$ cat src/rtl/frng_sched_pkg.sv
// Shared types and helpers for the fringe put scheduler.
// put_data follows the shunt_fringe_pkg data_in_t layout; the put adapter maps it onto data_bit.
package frng_sched_pkg;

  localparam int unsigned SCHED_CNT_W = 16;

  typedef enum logic {
    SCHED_IDLE = 1'b0,
    SCHED_SEND = 1'b1
  } sched_state_e;

  // Round-robin pointer moves to the slot after the one just served.
  function automatic int unsigned sched_next_ptr(input int unsigned idx, input int unsigned n);
    return (idx + 32'd1 >= n) ? 32'd0 : idx + 32'd1;
  endfunction

endpackage

$ cat src/rtl/frng_rr_arbiter.sv
// Combinational round-robin pick: first set request at or after ptr, wrapping.
module frng_rr_arbiter #(
  parameter  int unsigned N     = 4,
  localparam int unsigned IDX_W = $clog2(N)
) (
  input  logic [N-1:0]     req,
  input  logic [IDX_W-1:0] ptr,
  output logic             grant_valid,
  output logic [IDX_W-1:0] grant_idx
);

  function automatic logic [IDX_W-1:0] rot(input logic [IDX_W-1:0] base, input int unsigned off);
    int unsigned c;
    c = 32'(base) + off;
    if (c >= N) c = c - N;
    return IDX_W'(c);
  endfunction

  // Scan from the far end so the nearest request to ptr wins last.
  always_comb begin
    grant_valid = 1'b0;
    grant_idx   = '0;
    for (int unsigned k = N; k > 0; k--) begin
      if (req[rot(ptr, k - 1)]) begin
        grant_valid = 1'b1;
        grant_idx   = rot(ptr, k - 1);
      end
    end
  end

endmodule

$ cat src/rtl/frng_put_scheduler.sv
// Serializes changed/refreshed source signals onto a single put channel,
// one put per handshake, round-robin across pending sources.
module frng_put_scheduler
  import frng_sched_pkg::*;
#(
  parameter  int unsigned N_SRC        = 4,
  parameter  int unsigned DATA_W       = 32,
  parameter  int unsigned FORCE_PERIOD = 16,
  localparam int unsigned IDX_W        = $clog2(N_SRC)
) (
  input  logic                    i_clk,
  input  logic                    reset,
  input  logic [N_SRC*DATA_W-1:0] src_data,
  input  logic [N_SRC-1:0]        src_en,
  input  logic                    sync_req,
  output logic                    put_valid,
  input  logic                    put_ready,
  output logic [IDX_W-1:0]        put_idx,
  output logic [DATA_W-1:0]       put_data,
  output logic                    busy,
  output logic [SCHED_CNT_W-1:0]  sent_cnt
);

  sched_state_e            state, state_d;
  logic [N_SRC-1:0]        pending, pending_d;
  logic [DATA_W-1:0]       last_sent [N_SRC];
  logic [DATA_W-1:0]       src_vec   [N_SRC];
  logic [IDX_W-1:0]        rr_ptr, rr_ptr_d;
  logic                    init_flag;
  logic                    put_valid_d;
  logic [IDX_W-1:0]        put_idx_d;
  logic [DATA_W-1:0]       put_data_d;
  logic [SCHED_CNT_W-1:0]  sent_cnt_d;
  logic                    hs;
  logic [N_SRC-1:0]        hs_vec;
  logic                    refresh_tick;
  logic                    grant_valid;
  logic [IDX_W-1:0]        grant_idx;

  assign hs   = put_valid && put_ready;
  assign busy = (state == SCHED_SEND) || (|pending);

  always_comb begin
    for (int i = 0; i < int'(N_SRC); i++) src_vec[i] = src_data[i*DATA_W +: DATA_W];
  end

  always_comb begin
    hs_vec = '0;
    if (hs) hs_vec[put_idx] = 1'b1;
  end

  generate
    if (FORCE_PERIOD == 0) begin : g_no_refresh
      assign refresh_tick = 1'b0;
    end else begin : g_refresh
      localparam int unsigned REF_W = (FORCE_PERIOD > 1) ? $clog2(FORCE_PERIOD) : 1;
      logic [REF_W-1:0] refresh_cnt;
      assign refresh_tick = (refresh_cnt == REF_W'(FORCE_PERIOD - 1));
      always_ff @(posedge i_clk) begin
        if (reset || refresh_tick) refresh_cnt <= '0;
        else                       refresh_cnt <= refresh_cnt + REF_W'(1);
      end
    end
  endgenerate

  // The value being accepted this cycle is the reference for its own change detect,
  // so a handshake does not re-trigger itself; set still beats clear.
  always_comb begin
    pending_d = '0;
    for (int i = 0; i < int'(N_SRC); i++) begin
      pending_d[i] = src_en[i] &&
                     (init_flag || sync_req || refresh_tick ||
                      (src_vec[i] != (hs_vec[i] ? put_data : last_sent[i])) ||
                      (pending[i] && !hs_vec[i]));
    end
  end

  frng_rr_arbiter #(.N(N_SRC)) u_arb (
    .req         (pending & src_en),
    .ptr         (rr_ptr),
    .grant_valid (grant_valid),
    .grant_idx   (grant_idx)
  );

  always_comb begin
    state_d     = state;
    put_valid_d = put_valid;
    put_idx_d   = put_idx;
    put_data_d  = put_data;
    rr_ptr_d    = rr_ptr;
    sent_cnt_d  = sent_cnt;
    case (state)
      SCHED_IDLE: begin
        if (grant_valid) begin
          put_valid_d = 1'b1;
          put_idx_d   = grant_idx;
          put_data_d  = src_vec[grant_idx];
          state_d     = SCHED_SEND;
        end
      end
      SCHED_SEND: begin
        if (hs) begin
          put_valid_d = 1'b0;
          rr_ptr_d    = IDX_W'(sched_next_ptr(32'(put_idx), N_SRC));
          sent_cnt_d  = sent_cnt + SCHED_CNT_W'(1);
          state_d     = SCHED_IDLE;
        end
      end
      default: state_d = SCHED_IDLE;
    endcase
  end

  always_ff @(posedge i_clk) begin
    if (reset) begin
      state     <= SCHED_IDLE;
      put_valid <= 1'b0;
      put_idx   <= '0;
      put_data  <= '0;
      rr_ptr    <= '0;
      sent_cnt  <= '0;
      pending   <= '0;
      init_flag <= 1'b1;
      for (int i = 0; i < int'(N_SRC); i++) last_sent[i] <= '0;
    end else begin
      state     <= state_d;
      put_valid <= put_valid_d;
      put_idx   <= put_idx_d;
      put_data  <= put_data_d;
      rr_ptr    <= rr_ptr_d;
      sent_cnt  <= sent_cnt_d;
      pending   <= pending_d;
      init_flag <= 1'b0;
      if (hs) last_sent[put_idx] <= put_data;
    end
  end

endmodule

$ cat config.mk
export PLATFORM = sky130hd
export DESIGN_NAME = frng_put_scheduler
export DESIGN_NICKNAME = d
export VERILOG_FILES = /design/src/rtl/frng_sched_pkg.sv /design/src/rtl/frng_rr_arbiter.sv /design/src/rtl/frng_put_scheduler.sv
export SDC_FILE = /design/constraint.sdc
export NUM_CORES = 1
export LEC_CHECK = 0
export ABC_AREA = 1
export CAP_MARGIN = 20
export CELL_PAD_IN_SITES_DETAIL_PLACEMENT = 1
export CELL_PAD_IN_SITES_GLOBAL_PLACEMENT = 1
export CORE_UTILIZATION = 39
export DETAILED_ROUTE_END_ITERATION = 8
export GPL_TIMING_DRIVEN = 0
export PLACE_DENSITY = 0.89
export SYNTH_ARGS = -nofsm -noshare
export SYNTH_HDL_FRONTEND = slang
export SYNTH_SLANG_ARGS = --single-unit
$ cat constraint.sdc
create_clock -name i_clk -period 5 [get_ports i_clk]
set_input_delay 1 -clock i_clk [delete_from_list [all_inputs] [get_ports i_clk]]
set_output_delay 1 -clock i_clk [all_outputs]
set_load 0.005 [all_outputs]
---- After elaboration in Yosys (flattened, before gate mapping) ----
Memories as Yosys holds them, arrays and structs flattened.
Index checks and enable logic that the tools add are counted.
storage, ports and cells
  word-level logic and storage cells ...... 118
  memory bits (writable) .................. 128
  latch bits .............................. 0
  memory bits (read-only) ................. 0
  input bits .............................. 136
  memories ................................ 1
  flip-flop bits (word level) ............. 63
  output and inout bits ................... 52
memories
  name       depth  width  read ports  clocked after memory_dff  write ports  RTL line                  text
  last_sent  4      32     4           0                         4            frng_put_scheduler.sv:26  logic [DATA_W-1:0] last_sent [N_SRC];
cells by class
  shift-type cells ........................ 0
  bitwise gates (word level) .............. 3
  div/mod/pow operators ................... 0
  mux-type cells .......................... 45
  add/sub/neg operators ................... 10
  eq/ne operators ......................... 7
  reduce and logical (&&, ||, !) cells .... 31
  multipliers ............................. 0
  magnitude comparators ................... 12
operator list
  cell                                                         number
  two-way mux 32 bit                                           7
  inequality test 32 bit                                       4
  binary-select mux 32 bit (select 2 bit)                      1
  OR reduction 32 bit                                          1
  two-way mux 2 bit                                            10
  two-way mux 1 bit                                            19
  adder 16 x 1 -> 16 bit (second input constant)               1
  >= comparator 3 bit (second input constant)                  5
  less-than comparator 2 x 3 -> 1 bit (second input constant)  5
  logical OR 1 bit                                             12
  logical AND 1 bit                                            10
  binary-select mux 1 bit (select 2 bit)                       4
  subtractor 2 x 1 -> 2 bit (second input constant)            4
  adder 2 x 1 -> 3 bit (second input constant)                 2
  adder 2 x 2 -> 3 bit (second input constant)                 2
  AND reduction 2 bit                                          3
  adder 4 x 1 -> 4 bit (second input constant)                 1
  AND 4 bit                                                    1
  equality test 4 bit (second input constant)                  1
  zero test 1 bit                                              4
  two-way mux 4 bit                                            1
  one-hot mux 1 bit (2 select lines)                           2
  OR reduction 4 bit                                           1
  >= comparator 2 x 3 -> 1 bit (second input constant)         1
  other kinds (6)                                              6

---- Longest topological paths before layout ----
  depth after elaboration ................. 13
  mapped depth ............................ 16
  mapped depth without buffers ............ 14

---- Modules after synthesis ----
From an unflattened synthesis, not the netlist that was laid out.
unflattened totals
  cell total of the unflattened synthesis .. 1908
  area total of the unflattened synthesis .. 12585.8 µm²
modules (own cells, without submodules)
  module              cells each  instances  seq. area each (µm²)  area an instance (µm²)
  frng_put_scheduler  1862        1          5104.9                12373.1
  frng_rr_arbiter     46          1          0.0                   212.7

---- Worst setup path before layout ----
OpenSTA, ideal clock, no wires.
  path kind ............................... input port to flip-flop
  start ................................... input port put_ready
  end ..................................... memory last_sent[3][0] (enable)
  setup slack ............................. 1.021 ns
  path buffers ............................ 0
  arrival ................................. 3.509 ns
  setup time .............................. 0.470 ns
  required time ........................... 4.530 ns
  stages on the path ...................... 2
  path through ............................ nand2_2 o31ai_1
RTL lines
  item             RTL line                  text
  start, declared  frng_put_scheduler.sv:17  input logic put_ready,
  end, declared    frng_put_scheduler.sv:26

==> summary.txt <==
Run status
  • Run status: finished clean

Clock tree
  • Bufs on Longest Clock Path: 2
  • Hold_buf cts: 0
  • Cts bufs inserted: 17
  • Clk pin slew, worst setup/hold paths: 0.08 ns
  • CTS tree: built
  • CTS Root Cell: clkbuf_16
  • Number of post-CTS setup repair buffers: 0
  • Resized Gates After CTS: 0
  • Worst skew pair latency: 0.46 ns
  • CTS Sinks: 191
  • H-tree Lvls: 4

Logic synthesis
  • Main area contributors after synthesis: edfxtp_1 (31%), nand2_1 (15%), dfxtp_1 (10%)
  • Syn nets: 1983
  • EDFF count, synth: 128
  • Syn avg cell area: 6.77 um^2
  • Mapped Area: 12500 um^2
  • Yosys top cell by area: edfxtp_1
  • Post-synth cell types: 36
  • Seq/Total Area, Yosys: 40.9%
  • Synth Flop Type: edfxtp_1
  • Synth async-reset ratio: 0%
  • Mapped Cells: 1841
  • Share of Yosys cell area claimed by the top area cell type: 30.8%
  • #FFs+latches synth: 191
  • Synth Warn #: 0

Power and ir drop
  • Pint: 2.97 mW
  • Leakage: 7.11 nW
  • NetSw: 1.63 mW
  • Gate power share: 27.4%
  • P per Cell Area: 296 nW/um^2
  • Sequential Power Share: 40.8%
  • VDD IR-drop max: 229 uV
  • Clk pwr share: 31.8%
  • Sw frac: 35.4%

Setup path
  • Slowest cell on crit path: nand2_2
  • Data required, critical path: 4.95 ns
  • CP cell instances: clkdlybuf4s50_1 -> nor2_1 -> clkinv_1 -> nor2_1 -> nand2_1 -> clkbuf_1 -> nand2_2
  • Worst Setup Start Kind: primary input
  • Top delay family on crit path: buffers and inverters
  • Setup CP Type: primary input to flip-flop
  • CP Capture Type: flip-flop
  • Worst EP arrival: 3.95 ns
  • Worst setup path start: reset
  • Worst Path Buf+Inv: 3
  • Max incr delay on CP: 0.77 ns
  • Worst r2r src: put_idx[1]$_SDFFE_PP0P_
  • CP most frequent cell: nor2_1
  • Worst-path maximum fanout: 32

GRT
  • Largest net degree at the start of global routing: 33
  • Total track usage: 35.0%
  • Vias in the first global route: 14400
  • First-pass GRT wire length: 85.2 mm
  • GRT Residual Overflow: 0
  • Initial antenna violation count: 0

Floorplan
  • Die Ht: 181 um
  • Core Rows: 65
  • Core area: 31500 um^2
  • Die area: 32700 um^2
  • Die extent in x: 181 um
  • Num ports: 188
  • Initial Utilization: 39.6%

Detailed routing
  • Post-DR vias/cell: 5.69
  • Pre-antenna DRT Iters: 6
  • First DRT Iteration DRCs: 1463
  • Wirelength per Cell: 23.3 um
  • DRC viols: 0
  • Drt total wl: 57.3 mm
  • Antenna viol nets, final: 0
  • Routed via count: 14000

STA
  • Worst slew pin tran: 1.03 ns
  • Skew final: 0.0141 ns
  • Final TNS setup: 0 ns
  • RSZ-0062 raised after global routing: false
  • Final-report hold violation count: 0
  • Period utilisation layout: 79.9%
  • Period minus WS final: 4.00 ns
  • Max Slew Vio Count: 0
  • Setup Viol. Count Final: 0
  • Max Freq: 0.250 GHz
  • Max_slew headroom: 31.1%

Finish
  • Layout area overhead: 24.6%
  • # fillers: 4058
  • Commonest non-fill, non-tap cell in the layout: nand2_1
  • Storage cell area: 5100 um^2
  • N_diodes: 0
  • Final cell count without fillers: 2465
  • Layout cell share with drive strength beyond 1: 5.14%
  • Multi-input logic area: 5830 um^2
  • NumNets Final: 2192
  • Most frequent cells in the layout: nand2_1 (483), inv_1 (272), nor2_1 (254), nand3_1 (206), clkdlybuf4s50_1 (187)

Placement
  • Port bufs: 187
  • Placed cells: 2433
  • DP HPWL: 42.3 mm
  • Final RePlAce weighted congestion: 0.932

Run
  • Max cap viols: 0

Hold path
  • Worst hold start: g_refresh.refresh_cnt[0]$_SDFF_PP0_
  • Hold WC Path Type: flip-flop to flip-flop
==> kinds of logic (layout without fill, tap and decap cells) <==
logic type               count (synthesis)  count (layout)  share of synthesized area (%)
AND/OR/NAND/NOR                        980             980                           32.3
buffers and inverters                  376             598                           12.4
AO/OA/AOI/OAI                          256             256                           11.5
flip-flops                             191             191                           40.9
XOR/XNOR                                32              32                           2.25
adder cells (fa/ha/maj)                  6               6                          0.602
==> synthesized netlist by cell type, types with 3 or more instances <==
cell and instances:
a21oi_1 54, buf_2 30, buf_4 20, buf_6 3
clkbuf_1 37, clkinv_1 12, dfxtp_1 63, edfxtp_1 128
ha_1 6, inv_1 272, nand2_1 485, nand2_2 5
nand3_1 206, nand4_1 6, nor2_1 254, nor3_1 9
o211ai_1 55, o21ai_0 122, o21ai_1 20, or2_2 5
xor2_1 30
==> through the flow <==
step	util (%)	worst slack (ns)	hold slack (ns)	instance area [um^2]	power (mW)
global placement	47.2	-1.34	0.430	14800	3.06
CTS	49.4	1.17	0.471	15500	4.55
detailed placement	47.4	0.722	0.459	14900	3.12
global route	49.4	0.966	0.499	15500	4.73
finish	49.4	1.00	0.462	15500	4.60
floorplan	-	1.02	0.418	12500	2.51
==> flip-flops by register name, summed over array words and instances (netlist names) <==
signal,flops
init_flag,1
put_data,32
g_refresh.refresh_cnt,4
sent_cnt,16
pending,4
rr_ptr,2
put_idx,2
last_sent,128
state,1
put_valid,1
==> area by class of cell <==
cell class	instances	share of cell area, %
buffer	91	3.09
clock buffer	21	3.31
clock inverter	11	0.564
inverter	285	6.89
multi-input combinational	1274	37.6
sequential	191	32.9
tap	402	3.24
timing repair buffer	190	12.5
==> power by group through the flow <==
| stage | Sequential [mW] | Combinational (mW) | Clock, mW |
|---|---|---|---|
| floorplan | 1.88 | 0.635 | 0 |
| global placement | 1.91 | 1.16 | 0 |
| detailed placement | 1.91 | 1.21 | 0 |
| CTS | 1.87 | 1.23 | 1.45 |
| global route | 1.89 | 1.34 | 1.51 |
| finish | 1.88 | 1.26 | 1.46 |
==> final timing paths <==
check	to	slack, ns	depth (start not counted)
max	last_sent[0][16]$_SDFFCE_PN0P_	1.00	7
min	g_refresh.refresh_cnt[0]$_SDFF_PP0_	0.46	1
max reg2reg	pending[1]$_SDFF_PP0_	1.30	13
min reg2reg	g_refresh.refresh_cnt[0]$_SDFF_PP0_	0.46	1
==> per-layer routing <==
metal | vias up | GRT usage, % | share of wire [%]
met3 | 180 | 7.32 | 9.4
li1 | 6294 | - | -
met5 | - | 0 | 0
met4 | 0 | 23.1 | 7.0
met2 | 757 | 55.5 | 44
met1 | 6794 | 43.1 | 39
(Power assumes the default switching activity.)
